### config.mk
export PLATFORM = sky130hd
export DESIGN_NAME = edu_tpu_ctrl
export DESIGN_NICKNAME = d
export VERILOG_FILES = /design/src/rtl/edu_tpu_pkg.sv /design/src/rtl/sync_fifo.sv /design/src/rtl/edu_tpu_ctrl.sv
export SDC_FILE = /design/constraint.sdc
export NUM_CORES = 1
export LEC_CHECK = 0
export BUFFER_PORTS_ARGS = -buffer_cell sky130_fd_sc_hd__buf_2
export CORE_UTILIZATION = 40
export DETAILED_ROUTE_END_ITERATION = 6
export PLACE_DENSITY = 0.67
export SYNTH_ARGS = -nofsm -noshare
export SYNTH_HDL_FRONTEND = slang
export SYNTH_SLANG_ARGS = --single-unit
### constraint.sdc
create_clock -name caravel_wb_clk_i -period 6.1 [get_ports caravel_wb_clk_i]
set_input_delay 0 -clock caravel_wb_clk_i [delete_from_list [all_inputs] [get_ports caravel_wb_clk_i]]
set_output_delay 0 -clock caravel_wb_clk_i [all_outputs]
set_load 0.005 [all_outputs]
### src/rtl/edu_tpu_pkg.sv
// rtl/edu_tpu_pkg.sv - register offsets, CTRL/STATUS bit indices and sequencer states
package edu_tpu_pkg;

    localparam logic [4:0] OFF_CTRL   = 5'h00;
    localparam logic [4:0] OFF_STATUS = 5'h04;
    localparam logic [4:0] OFF_WEIGHT = 5'h08;
    localparam logic [4:0] OFF_INPUT  = 5'h0C;
    localparam logic [4:0] OFF_RESULT = 5'h10;

    localparam int CTRL_START  = 0;
    localparam int CTRL_CLEAR  = 1;
    localparam int CTRL_IRQ_EN = 2;

    localparam int STAT_BUSY  = 0;
    localparam int STAT_DONE  = 1;
    localparam int STAT_FULL  = 2;
    localparam int STAT_EMPTY = 3;
    localparam int STAT_OVF   = 4;

    typedef enum logic [1:0] {
        S_IDLE = 2'd0,
        S_RUN  = 2'd1,
        S_DONE = 2'd2
    } state_e;

endpackage

### src/rtl/sync_fifo.sv
// rtl/sync_fifo.sv - single-clock FIFO; push-when-full is dropped with a one-cycle overflow pulse
module sync_fifo #(
    parameter int WIDTH = 24,
    parameter int DEPTH = 16
) (
    input  logic                     clk_i,
    input  logic                     rst_n_i,
    input  logic                     flush_i,
    input  logic                     push_i,
    input  logic [WIDTH-1:0]         data_i,
    input  logic                     pop_i,
    output logic [WIDTH-1:0]         data_o,
    output logic                     full_o,
    output logic                     empty_o,
    output logic [$clog2(DEPTH):0]   level_o,
    output logic                     overflow_o
);

    localparam int AW = $clog2(DEPTH);

    logic [WIDTH-1:0] mem_q [DEPTH];
    logic [AW-1:0]    wr_q, rd_q;
    logic [AW:0]      level_q;
    logic             do_push, do_pop;

    assign full_o  = (level_q == (AW+1)'(DEPTH));
    assign empty_o = (level_q == '0);
    assign level_o = level_q;
    assign data_o  = mem_q[rd_q];

    // A pop in the same cycle frees a slot, so a push to a full FIFO is still taken then.
    assign do_pop     = pop_i & ~empty_o;
    assign do_push    = push_i & (~full_o | do_pop);
    assign overflow_o = push_i & ~do_push;

    always_ff @(posedge clk_i) begin
        if (!rst_n_i || flush_i) begin
            wr_q    <= '0;
            rd_q    <= '0;
            level_q <= '0;
        end else begin
            if (do_push) wr_q <= wr_q + AW'(1);
            if (do_pop)  rd_q <= rd_q + AW'(1);
            case ({do_push, do_pop})
                2'b10:   level_q <= level_q + (AW+1)'(1);
                2'b01:   level_q <= level_q - (AW+1)'(1);
                default: level_q <= level_q;
            endcase
        end
    end

    always_ff @(posedge clk_i) begin
        if (do_push && rst_n_i && !flush_i) mem_q[wr_q] <= data_i;
    end

endmodule

### src/rtl/edu_tpu_ctrl.sv
// rtl/edu_tpu_ctrl.sv - Wishbone front end and run/drain sequencer for an NxN systolic array
module edu_tpu_ctrl
    import edu_tpu_pkg::*;
#(
    parameter logic [31:0] BASE_ADDRESS = 32'h3000_0000,
    parameter int          ARRAY_N      = 3,
    parameter int          DATA_W       = 8,
    parameter int          ACC_W        = 16,
    parameter int          FIFO_DEPTH   = 16,
    parameter int          SA_LAT       = 1
) (
    input  logic                                caravel_wb_clk_i,
    input  logic                                caravel_wb_rst_n_i,
    input  logic                                caravel_wb_stb_i,
    input  logic                                caravel_wb_cyc_i,
    input  logic                                caravel_wb_we_i,
    input  logic [3:0]                          caravel_wb_sel_i,
    input  logic [31:0]                         caravel_wb_dat_i,
    input  logic [31:0]                         caravel_wb_adr_i,
    output logic                                caravel_wb_ack_o,
    output logic [31:0]                         caravel_wb_dat_o,
    output logic                                sa_en_o,
    output logic [ARRAY_N*ARRAY_N*DATA_W-1:0]   sa_w_o,
    output logic [ARRAY_N*DATA_W-1:0]           sa_in_o,
    input  logic [ARRAY_N*ACC_W-1:0]            sa_out_i,
    output logic                                irq_o
);

    localparam int              NN      = ARRAY_N * ARRAY_N;
    localparam int              VW      = ARRAY_N * DATA_W;
    localparam int              PW      = $clog2(NN);
    localparam int              LW      = $clog2(FIFO_DEPTH) + 1;
    localparam logic [7:0]      LAST_K  = 8'(2*ARRAY_N - 2 + SA_LAT);
    localparam logic [7:0]      N_K     = 8'(ARRAY_N);
    localparam logic [LW-1:0]   N_LVL   = LW'(ARRAY_N);
    localparam logic [PW-1:0]   PTR_MAX = PW'(NN - 1);

    state_e          state_q;
    logic [7:0]      k_q;
    logic [PW-1:0]   wptr_q, rptr_q;
    logic            ack_q, done_q, ovf_q, irq_en_q, sa_en_q;
    logic [31:0]     dat_q;
    logic [VW-1:0]   sa_in_q;
    logic [DATA_W-1:0] w_q   [NN];
    logic [ACC_W-1:0]  res_q [NN];

    logic [31:0]     offset_w, rdata_d;
    logic [4:0]      off;
    logic            in_win, hit, wr, rd, ctrl_wr, clear, start, start_ok;
    logic            push, pop, weight_wr, result_rd;
    logic [VW-1:0]   fifo_head;
    logic            fifo_full, fifo_empty, fifo_ovf;
    logic [LW-1:0]   fifo_level;
    logic [NN-1:0]   cap_en;
    logic            unused_ok;

    assign offset_w  = caravel_wb_adr_i - BASE_ADDRESS;
    assign off       = offset_w[4:0];
    assign in_win    = (caravel_wb_adr_i >= BASE_ADDRESS) && (caravel_wb_adr_i <= BASE_ADDRESS + 32'h1F);
    assign hit       = caravel_wb_stb_i & caravel_wb_cyc_i & in_win & ~ack_q;
    assign wr        = hit & caravel_wb_we_i;
    assign rd        = hit & ~caravel_wb_we_i;
    assign ctrl_wr   = wr && (off == OFF_CTRL);
    assign clear     = ctrl_wr && caravel_wb_dat_i[CTRL_CLEAR];
    assign start     = ctrl_wr && caravel_wb_dat_i[CTRL_START] && !caravel_wb_dat_i[CTRL_CLEAR];
    assign start_ok  = start && (state_q != S_RUN) && (fifo_level >= N_LVL);
    assign push      = wr && (off == OFF_INPUT);
    assign weight_wr = wr && (off == OFF_WEIGHT) && (state_q != S_RUN);
    assign result_rd = rd && (off == OFF_RESULT) && done_q;
    // Vector 0 is popped on the entry edge so it is on sa_in_o during RUN cycle k=0.
    assign pop       = ~clear & (start_ok | ((state_q == S_RUN) && (k_q != LAST_K) && ((k_q + 8'd1) < N_K)));
    assign unused_ok = ^{caravel_wb_sel_i, caravel_wb_dat_i, offset_w};

    sync_fifo #(
        .WIDTH (VW),
        .DEPTH (FIFO_DEPTH)
    ) u_fifo (
        .clk_i      (caravel_wb_clk_i),
        .rst_n_i    (caravel_wb_rst_n_i),
        .flush_i    (clear),
        .push_i     (push),
        .data_i     (caravel_wb_dat_i[VW-1:0]),
        .pop_i      (pop),
        .data_o     (fifo_head),
        .full_o     (fifo_full),
        .empty_o    (fifo_empty),
        .level_o    (fifo_level),
        .overflow_o (fifo_ovf)
    );

    always_comb begin
        rdata_d = '0;
        case (off)
            OFF_CTRL:   rdata_d[CTRL_IRQ_EN] = irq_en_q;
            OFF_STATUS: begin
                rdata_d[STAT_BUSY]  = (state_q == S_RUN);
                rdata_d[STAT_DONE]  = done_q;
                rdata_d[STAT_FULL]  = fifo_full;
                rdata_d[STAT_EMPTY] = fifo_empty;
                rdata_d[STAT_OVF]   = ovf_q;
                rdata_d[15:8]       = 8'(fifo_level);
                rdata_d[23:16]      = 8'(wptr_q);
                rdata_d[31:24]      = 8'(rptr_q);
            end
            OFF_RESULT: if (done_q) rdata_d = 32'($signed(res_q[rptr_q]));
            default:    ;
        endcase
    end

    // Column j sees row r of the result SA_LAT+j cycles after that row's vector was fed.
    always_comb begin
        cap_en = '0;
        for (int r = 0; r < ARRAY_N; r++) begin
            for (int j = 0; j < ARRAY_N; j++) begin
                cap_en[r*ARRAY_N + j] = (state_q == S_RUN) && (k_q == 8'(r + j + SA_LAT));
            end
        end
    end

    always_comb begin
        sa_w_o = '0;
        for (int e = 0; e < NN; e++) sa_w_o[e*DATA_W +: DATA_W] = w_q[e];
    end

    always_ff @(posedge caravel_wb_clk_i) begin
        if (!caravel_wb_rst_n_i) begin
            for (int e = 0; e < NN; e++) w_q[e] <= '0;
        end else if (weight_wr) begin
            w_q[wptr_q] <= caravel_wb_dat_i[DATA_W-1:0];
        end
    end

    always_ff @(posedge caravel_wb_clk_i) begin
        if (!caravel_wb_rst_n_i || clear) begin
            for (int e = 0; e < NN; e++) res_q[e] <= '0;
        end else begin
            for (int e = 0; e < NN; e++) begin
                if (cap_en[e]) res_q[e] <= sa_out_i[(e % ARRAY_N)*ACC_W +: ACC_W];
            end
        end
    end

    always_ff @(posedge caravel_wb_clk_i) begin
        if (!caravel_wb_rst_n_i) begin
            state_q  <= S_IDLE;
            k_q      <= '0;
            wptr_q   <= '0;
            rptr_q   <= '0;
            ack_q    <= 1'b0;
            dat_q    <= '0;
            done_q   <= 1'b0;
            ovf_q    <= 1'b0;
            irq_en_q <= 1'b0;
            sa_en_q  <= 1'b0;
            sa_in_q  <= '0;
        end else begin
            ack_q <= hit;
            dat_q <= rd ? rdata_d : 32'h0;
            if (ctrl_wr)   irq_en_q <= caravel_wb_dat_i[CTRL_IRQ_EN];
            if (fifo_ovf)  ovf_q    <= 1'b1;
            if (weight_wr) wptr_q   <= (wptr_q == PTR_MAX) ? '0 : wptr_q + PW'(1);
            if (result_rd) rptr_q   <= (rptr_q == PTR_MAX) ? '0 : rptr_q + PW'(1);

            if (clear) begin
                state_q <= S_IDLE;
                k_q     <= '0;
                done_q  <= 1'b0;
                ovf_q   <= 1'b0;
                wptr_q  <= '0;
                rptr_q  <= '0;
                sa_en_q <= 1'b0;
                sa_in_q <= '0;
            end else begin
                case (state_q)
                    S_IDLE, S_DONE: begin
                        if (start_ok) begin
                            state_q <= S_RUN;
                            k_q     <= '0;
                            done_q  <= 1'b0;
                            rptr_q  <= '0;
                            sa_en_q <= 1'b1;
                            sa_in_q <= fifo_head;
                        end
                    end
                    S_RUN: begin
                        if (k_q == LAST_K) begin
                            state_q <= S_DONE;
                            done_q  <= 1'b1;
                            sa_en_q <= 1'b0;
                            sa_in_q <= '0;
                        end else begin
                            k_q     <= k_q + 8'd1;
                            sa_en_q <= 1'b1;
                            sa_in_q <= ((k_q + 8'd1) < N_K) ? fifo_head : '0;
                        end
                    end
                    default: state_q <= S_IDLE;
                endcase
            end
        end
    end

    assign caravel_wb_ack_o = ack_q;
    assign caravel_wb_dat_o = dat_q;
    assign sa_en_o          = sa_en_q;
    assign sa_in_o          = sa_in_q;
    assign irq_o            = done_q & irq_en_q;

endmodule

# Yosys cells after proc, flatten, opt, wreduce, memory -nomap -nowiden
# Memory sizes are Yosys's and may differ from the RTL's. A register that Yosys moved wholly into a read port is not among the register bits.
# Cells that the tools add are included.
# word_totals
register_bits	92
mem_bits_rw	600
input_bits	121
word_cells	183
memories	3
# mem_list
memory	depth	word_bits	read_ports	rd_clocked_by_memory_dff	write_ports	line	text
u_fifo.mem_q	16	24	1	1	1	sync_fifo.sv:21	logic [WIDTH-1:0] mem_q [DEPTH];
res_q	9	16	1	1	9	edu_tpu_ctrl.sv:45	logic [ACC_W-1:0] res_q [NN];
w_q	9	8	9	0	9	edu_tpu_ctrl.sv:44	logic [DATA_W-1:0] w_q [NN];
# classes
addsub	8
magnitude_cmp	4
n_eq_ne	21
n_mux	65
n_bitwise	28
reduce_logical	39
# op_table
op	n
$mux W16	9
$pmux W24 S2	2
$mux W24	3
$mux W4	9
$ge A32 B30 Y1 const B	1
$le A32 B30 Y1 const B	1
$mux W32	1
$mux W1	28
$mux W8	3
$logic_and A1 B1 Y1	21
$add A4 B1 Y4 const B	4
$eq A8 B2 Y1 const B	2
$eq A8 B3 Y1 const B	2
$pmux W8 S2	1
$pmux W2 S2	3
$or A1 B1 Y1	11
$and A1 B1 Y1	10
$eq A5 B4 Y1 const B	2
$eq A5 B5 Y1 const B	2
$logic_not A5 Y1	2
$pmux W5 S2	1
$sub A5 B1 Y5 const B	2
$add A8 B1 Y8 const B	1
$eq A4 B4 Y1 const B	2
other kinds (23)	42

# Longest topological paths before layout
# Gate-level depths: netlist of run 1.
# depth
word_depth	19
mapped_depth	17
mapped_depth_nobuf	17

# Cells and area by module
# A second synthesis of run 1 with hierarchy kept.
# hier_totals
cells_unflattened	1617
hier_area_um2	27423.8
# by_module_without_submodules
module	instances	cells_per_inst	area_per_inst_um2	seq_area_each_um2
sync_fifo	1	713	15343.5	11871.4
edu_tpu_ctrl	1	904	12080.3	7907.6

# Worst setup path before layout of run 1
# No wires, ideal clock.
# synth_timing
path_kind	register to register
from	register k_q[0]
to	memory u_fifo.mem_q[2][0], enable pin
setup_ps	435
t_arrival_ps	3842
t_required_ps	5665
setup_slack_ps	1823
path_stages_with_launch	9
path_buffers	1
synth_period_minus_slack_ps	4277
path_cell_list	dfxtp_1 -> ha_1 -> clkbuf_1 -> or4_4 -> a2111oi_4 -> o21ai_2 -> a21oi_1 -> o2111ai_1 -> nor3_1
# synth_via
elab_chain_cells	12
# synth_lines
element	line	text
start, declared	edu_tpu_ctrl.sv:39	logic [7:0] k_q;
start signal, assigned	edu_tpu_ctrl.sv:192	k_q <= k_q + 8'd1;
$add A8 B1 Y8 or $ne A8 B3 Y1 (tied branches)	edu_tpu_ctrl.sv:71	assign pop = ~clear & (start_ok | ((state_q == S_RUN) && (k_q != LAST_K) && ((k_q + 8'd1) < N_K)));
$lt A8 B2 Y1 or $logic_and A1 B1 Y1 (tied branches)	edu_tpu_ctrl.sv:71	
$logic_and A1 B1 Y1 (*)	edu_tpu_ctrl.sv:71	
$or A1 B1 Y1 (*)	edu_tpu_ctrl.sv:71	
$and A1 B1 Y1 (*)	edu_tpu_ctrl.sv:71	
$and A1 B1 Y1 (*)	sync_fifo.sv:32	assign do_pop = pop_i & ~empty_o;
$or A1 B1 Y1 (*)	sync_fifo.sv:33	assign do_push = push_i & (~full_o | do_pop);
$and A1 B1 Y1 (*)	sync_fifo.sv:33	
$logic_and A1 B1 Y1 (*) (2 in a row)	sync_fifo.sv:53	if (do_push && rst_n_i && !flush_i) mem_q[wr_q] <= data_i;
$mux W1 (*)	sync_fifo.sv:53	
$mux W1 (implied by the code) (*)	sync_fifo.sv:53	
end, declared	sync_fifo.sv:21	
# Mark *: on every way between the ends. The rest lies on a longest branch, timed or not.

# Worst setup path after layout of run 1
# layout_timing
from	register k_q[0]
to	memory u_fifo.mem_q[13][4], enable pin
# The elaborated chain is that of the path after synthesis.

==> results.tsv, run 1 <==
metric	value	unit
setup_viol_count_final	0	
path_class	reg2reg	
cpPeakStageDelay	0.79	ns
period_share	0.6613	
holdPathStages	5	
core_area	66220	µm²
synth_area_per_cell	18.19	µm²
clockBufferDepth	3	
track_usage	0.1797	
slew_violations	0	
die-area	68390	µm²
clkTransAtPathRegs	0.06	ns
grt_max_degree	58	
hp-class	in2reg	
synth_edf_count	600	
rr_endpoint	u_fifo.mem_q[13][4]	
syn_nets	1622	
area_growth	20.04	%
rows	94	
cts_inserted_buffers	73	
fill_cells	5435	
synth_ff_type	edfxtp_1	
cap_violations	0	
syn_area	26940	µm²
ys_types	59	
ys_seq_area_frac	0.7342	
ir_worst_vdd	0.2083	mV
async_reset_ff_frac	0	
ant_nets	0	
slew_headroom	0.2480	
rsz0062_at_grt	false	
reg2reg_from	k_q[0]	
layout_min_cycle_time	4.034	ns
clkLatencyLatePin	0.61	ns
hold_end	wptr_q[1]	
post-dp-hpwl	35100	µm
io_buffers	239	
finalHoldViolCount	0	
post-route-drc-count	0	
cts_resized	0	
ioPinCount	252	
cts_tree	built	
crit_chain	ha_1 > or4_4 > a2111oi_4 > o21ai_2 > a21oi_1 > o2111ai_1 > nor2_2 > buf_4	
place.gp.congestion	0.7527	
wl_met2	30680	µm
gr-total-overflow	0	
tightestPinTransition	1.116	ns
critPathMaxFanout	13	
final_util	0.4884	
cp_slowest_cell	nor2_2	
outcome	finished clean	
final_cell_mix	edfxtp_1, buf_2, mux4_2	
yosysWarnings	0	
power_leakage	11.07	nW
end_kind	flop	
met1Wirelength	25120	µm
ys_seq_elements	688	
die_x	261.5	µm
wl_per_cell	22.24	µm
die_h	261.5	µm
htree_num_levels	3	
worstRegToRegCells	8	
startpoint_type	flop	
grt_pass1_vias	15040	
skew	0.01539	ns
required	6.38	ns
worstHoldStart	caravel_wb_adr_i[1]	
p_per_area	302.6	nW/µm²
clock-sinks	688	
antenna_found_initial	1	
fmax	247.9	MHz
initial_core_util	0.4068	
wl_met3	3600	µm
setup-tns-final	0	ns
final_common_cell	edfxtp_1	
first_pass_iters	5	
highest_layer	met4	
cp_data_arrival_time	4.31	ns
grt_pass1_wl	90730	µm
r2r_slack	2.07	ns
nets	1962	
drive_above_1_share	0.3053	
syn_inst	1481	
vias	14610	
cts_root_buf	clkbuf_16	
drt_iter0_drc	1150	
via_per_inst	5.322	
routed_wl	61060	µm
[cells in the mapped netlist, types with 2 or more instances]
cell / instances / share of area
a211o_1: 2 / 0.00065
buf_1: 11 / 0.0015
nor2_2: 4 / 0.00093
nor2b_1: 3 / 0.00070
nand4_1: 3 / 0.00070
dfxtp_1: 88 / 0.065
o21ai_0: 29 / 0.0054
xnor2_1: 4 / 0.0013
inv_1: 23 / 0.0032
and4_1: 2 / 0.00065
mux4_2: 152 / 0.13
a21boi_0: 2 / 0.00056
o2111ai_1: 4 / 0.0013
o211ai_1: 4 / 0.0011
nand3b_1: 4 / 0.0011
o21ai_1: 6 / 0.0011
nand2_1: 49 / 0.0068
a21oi_1: 28 / 0.0052
a21o_1: 10 / 0.0028
nor4b_1: 4 / 0.0013
and3_1: 3 / 0.00070
nor2_1: 106 / 0.015
ha_1: 19 / 0.0088
buf_2: 12 / 0.0022
nor3_1: 12 / 0.0022
and2_1: 125 / 0.029
or4_1: 3 / 0.00084
a22oi_1: 34 / 0.0095
a211oi_1: 3 / 0.00084
xor2_1: 3 / 0.00098
clkbuf_1: 54 / 0.0075
mux2i_1: 22 / 0.0082
buf_4: 8 / 0.0022
edfxtp_1: 600 / 0.67
nor4_1: 10 / 0.0023
nor4b_2: 2 / 0.0011
or3_1: 6 / 0.0014
nand2b_1: 2 / 0.00046
nand3_1: 5 / 0.00093
[per-layer routing]
| layer | up-vias | GRT usage |
|---|---|---|
| met5 | - | 0 |
| met4 | 0 | 0.06024 |
| met3 | 103 | 0.03320 |
| li1 | 6499 | - |
| met2 | 499 | 0.3066 |
| met1 | 7508 | 0.2312 |
[per-stage QoR]
stage               hold slack, ns  total power [W]  cells  cell area (µm²)  setup slack (ns)
floorplan                  0.07931         0.005324   1481            26940             1.823
global placement            0.3249         0.005449   2535            29190             2.121
detailed placement          0.3264         0.005457   2535            29190             2.047
CTS                       0.009696         0.009872   2744            32330             2.008
global route               0.07919          0.01006   2745            32340             1.838
finish                     0.04773         0.009787   2745            32340             2.066
[sequential cells by signal, indices dropped and copies added (netlist names), named ones only]
name,count
caravel_wb_ack_o,1
u_fifo.level_o,5
w_q,72
rptr_q,4
res_q,144
u_fifo.mem_q,384
wptr_q,4
u_fifo.wr_q,4
irq_en_q,1
sa_en_o,1
ovf_q,1
caravel_wb_dat_o,24
state_q,2
sa_in_o,24
u_fifo.rd_q,4
done_q,1
k_q,8
[worst max path at each step]
stage	from	slack (ns)	cells past startpoint	to
2_1_floorplan	k_q[0]	1.82	8	u_fifo.mem_q[2][0]
3_3_place_gp	k_q[0]	2.12	8	u_fifo.mem_q[13][5]
3_5_place_dp	k_q[0]	2.05	8	u_fifo.mem_q[13][5]
4_1_cts	k_q[0]	2.01	8	u_fifo.mem_q[13][7]
5_1_grt	k_q[0]	1.84	8	u_fifo.mem_q[13][7]
6_report	k_q[0]	2.07	8	u_fifo.mem_q[13][4]
[cells by family (layout without fill, tap and decap cells)]
family          Yosys count  in the layout  share of synthesized area
fa+ha+maj                20             20                   0.009568
other cells               0              1                          0
simple gates            350            350                    0.06842
compound gates          132            132                    0.03270
xor+xnor                  7              7                   0.002276
buf+inv                 108            507                    0.01672
flops                   688            688                     0.7342
mux                     176            176                     0.1361
[power by group]
part / internal, W / total [W] / switching [W]
clock: 0.00258 / 0.00439 / 0.00182
combinational: 0.0000882 / 0.000220 / 0.000132
sequential: 0.00516 / 0.00517 / 0.0000147
total: 0.00782 / 0.00979 / 0.00196
[cell type report]
type | count | area, µm² | share of cell area
diodes | 1 | 2.502 | 0.00007738
clock buffers | 99 | 1996 | 0.06171
clock inverters | 35 | 396.6 | 0.01227
inverters | 23 | 86.33 | 0.002670
multi-input cells | 685 | 6769 | 0.2093
flip-flops and latches | 688 | 19790 | 0.6120
well taps | 864 | 1081 | 0.03343
repair buffers | 350 | 2217 | 0.06856
[worst max-delay path: cells and delay by family (launching register included)]
| family | cells | cell delay [ns] |
|---|---|---|
| adders and majority gates | 1 | 0.35 |
| and+or+nand+nor | 2 | 1.27 |
| AOI/OAI and AO/OA | 4 | 1.28 |
| DFF | 1 | 0.38 |
| buffers and inverters | 1 | 0.42 |
[repair_timing]
item,CTS,global route
setup buffers,0,0
hold buffers,75,0
endpoints found under the hold margin,571,0
Power figures use the tool's default switching activity.
==> run 2, diff against run 1 <==
Settings changed: PLACE_DENSITY 0.67 to 0.69.
Clock period 6.1 ns to 3.5 ns, I/O delays scaled along.
==> results.tsv, run 2 (synthesized netlist as in run 1, its figures left out) <==
metric	value	unit
preCtsSetupSlack	0.02506	ns
largest_register_ffs	384	
tightestPinTransition	0.8173	ns
gr-total-overflow	0	
clockBufferDepth	3	
io_buffers	239	
via_per_inst	5.307	
place.gp.congestion	0.8092	
startpoint_type	flop	
antenna_found_initial	1	
r2r_slack	0.11	ns
cts_inserted_buffers	71	
clkLatencyLatePin	0.63	ns
cts_root_buf	clkbuf_16	
grt_pass1_wl	92660	µm
track_usage	0.1816	
cp-startpoint	k_q[1]	
first_pass_iters	5	
rr_endpoint	u_fifo.level_o[4]	
die-area	68390	µm²
grt_pass1_vias	15600	
period_share	0.9678	
grt_max_degree	49	
post-dp-hpwl	37020	µm
area_growth	22.15	%
ant_nets	0	
post-route-drc-count	0	
placedCellCount	2574	
p_per_area	515.2	nW/µm²
outcome	finished clean	
cap_violations	0	
path_class	reg2reg	
cp_data_arrival_time	3.90	ns
drive_above_1_share	0.3260	
fmax	295.2	MHz
final_common_cell	edfxtp_1	
ioPinCount	252	
reg2reg_from	k_q[1]	
crit_path_end	u_fifo.level_o[4]	
slew_headroom	0.4544	
ir_worst_vdd	0.4537	mV
fill_cells	5325	
hold_ws	0.07164	ns
worstRegToRegCells	14	
power_leakage	11.31	nW
final_cell_area	32900	µm²
hp-class	in2reg	
cts_tree	built	
vias	14780	
layout.cells.non_filler	2784	
skew	0.04865	ns
rsz0062_at_grt	true	
htree_num_levels	3	
initial_core_util	0.4068	
drt_iter0_drc	1332	
clkTransAtPathRegs	0.06	ns
largestRegisters	u_fifo.mem_q: 384 flops, res_q: 144 flops, w_q: 72 flops	
die_h	261.5	µm
post_dp_cell_area	29750	µm²
die_x	261.5	µm
critPathMaxFanout	7	
routed_wl	61560	µm
nets	2002	
core_area	66220	µm²
wl_per_cell	22.11	µm
worst_slack	0.1128	ns
setup_viol_count_final	0	
rows	94	
clock-sinks	688	
layout_min_cycle_time	3.387	ns
slew_violations	0	
end_kind	flop	
diodes	0	
required	4.02	ns
final_cell_mix	edfxtp_1, buf_2, mux4_2	
finalHoldViolCount	0	
regMostFlops	u_fifo.mem_q	
-- run 2: cell types whose count changed in the layout (fill, tap and decap cells not counted), sizes merged --
cell      before  now
buf          275  317
clkinvlp       4    3
diode          1    0
clkinv        20   21
bufinv         6    4
-- run 2: worst min path at each step --
| stage | from | to | slack [ns] | cells after the start |
|---|---|---|---|---|
| finish | caravel_wb_adr_i[1] | wptr_q[1] | 0.07 | 5 |
| global route | caravel_wb_adr_i[1] | wptr_q[1] | 0.08 | 5 |
| CTS | caravel_wb_adr_i[1] | wptr_q[1] | 0.03 | 5 |
| detailed placement | caravel_wb_we_i | caravel_wb_dat_o[2] | 0.29 | 2 |
| global placement | caravel_wb_we_i | caravel_wb_dat_o[2] | 0.29 | 2 |
| floorplan | caravel_wb_we_i | caravel_wb_dat_o[2] | 0.08 | 1 |
-- run 2: per-layer routing --
layer	share of wire	wire length, µm	global-route usage
met1	0.41	25230	0.2301
met2	0.50	30810	0.3099
met5	0	0	0
met3	0.062	3786	0.03833
met4	0.028	1736	0.06089
-- run 2: report_power, final --
part           leakage, nW  total [W]  internal, W  switching (W)
combinational         3.82   0.000402     0.000166       0.000236
clock                 1.15    0.00754      0.00433        0.00320
sequential            6.34    0.00902      0.00899      0.0000265
total                 11.3     0.0170       0.0135        0.00347
-- run 2: what timing repair did --
action,CTS,global route
pin swaps,2,4
buffers inserted,2,1
gates resized for setup,2,8
hold endpoints to repair,562,0
setup endpoints to repair,1,2
hold buffers,75,0
-- run 2: area by class of cell --
type,count,area [µm²],share of cell area
tap,864,1081,0.03285
timing repair buffer,392,2770,0.08419
clock inverter,33,374.1,0.01137
inverter,23,86.33,0.002624
clock buffer,99,1983,0.06027
multi-input combinational,685,6817,0.2072
sequential,688,19790,0.6015
-- run 2: critical path, stage by stage (launching register included) --
cell and delay (ns):
dfxtp_4 0.37, ha_1 0.20, or4_4 0.46, a2111oi_4 0.32
o21ai_2 0.14, a211oi_2 0.25, ha_2 0.27, inv_2 0.07
fa_2 0.35, inv_1 0.08, a21o_1 0.14, a21oi_2 0.07
xnor2_1 0.14, or3_1 0.33, a21oi_2 0.12
-- run 2: stage by stage --
step | util | total power, W | setup TNS, ns
final | 0.4969 | 0.01695 | 0
after global routing | 0.4969 | 0.01745 | -0.03178
after global placement | 0.4492 | 0.009508 | 0
after CTS | 0.4965 | 0.01711 | 0
after detailed placement | 0.4492 | 0.009526 | 0
after floorplan | - | 0.009279 | -46.14
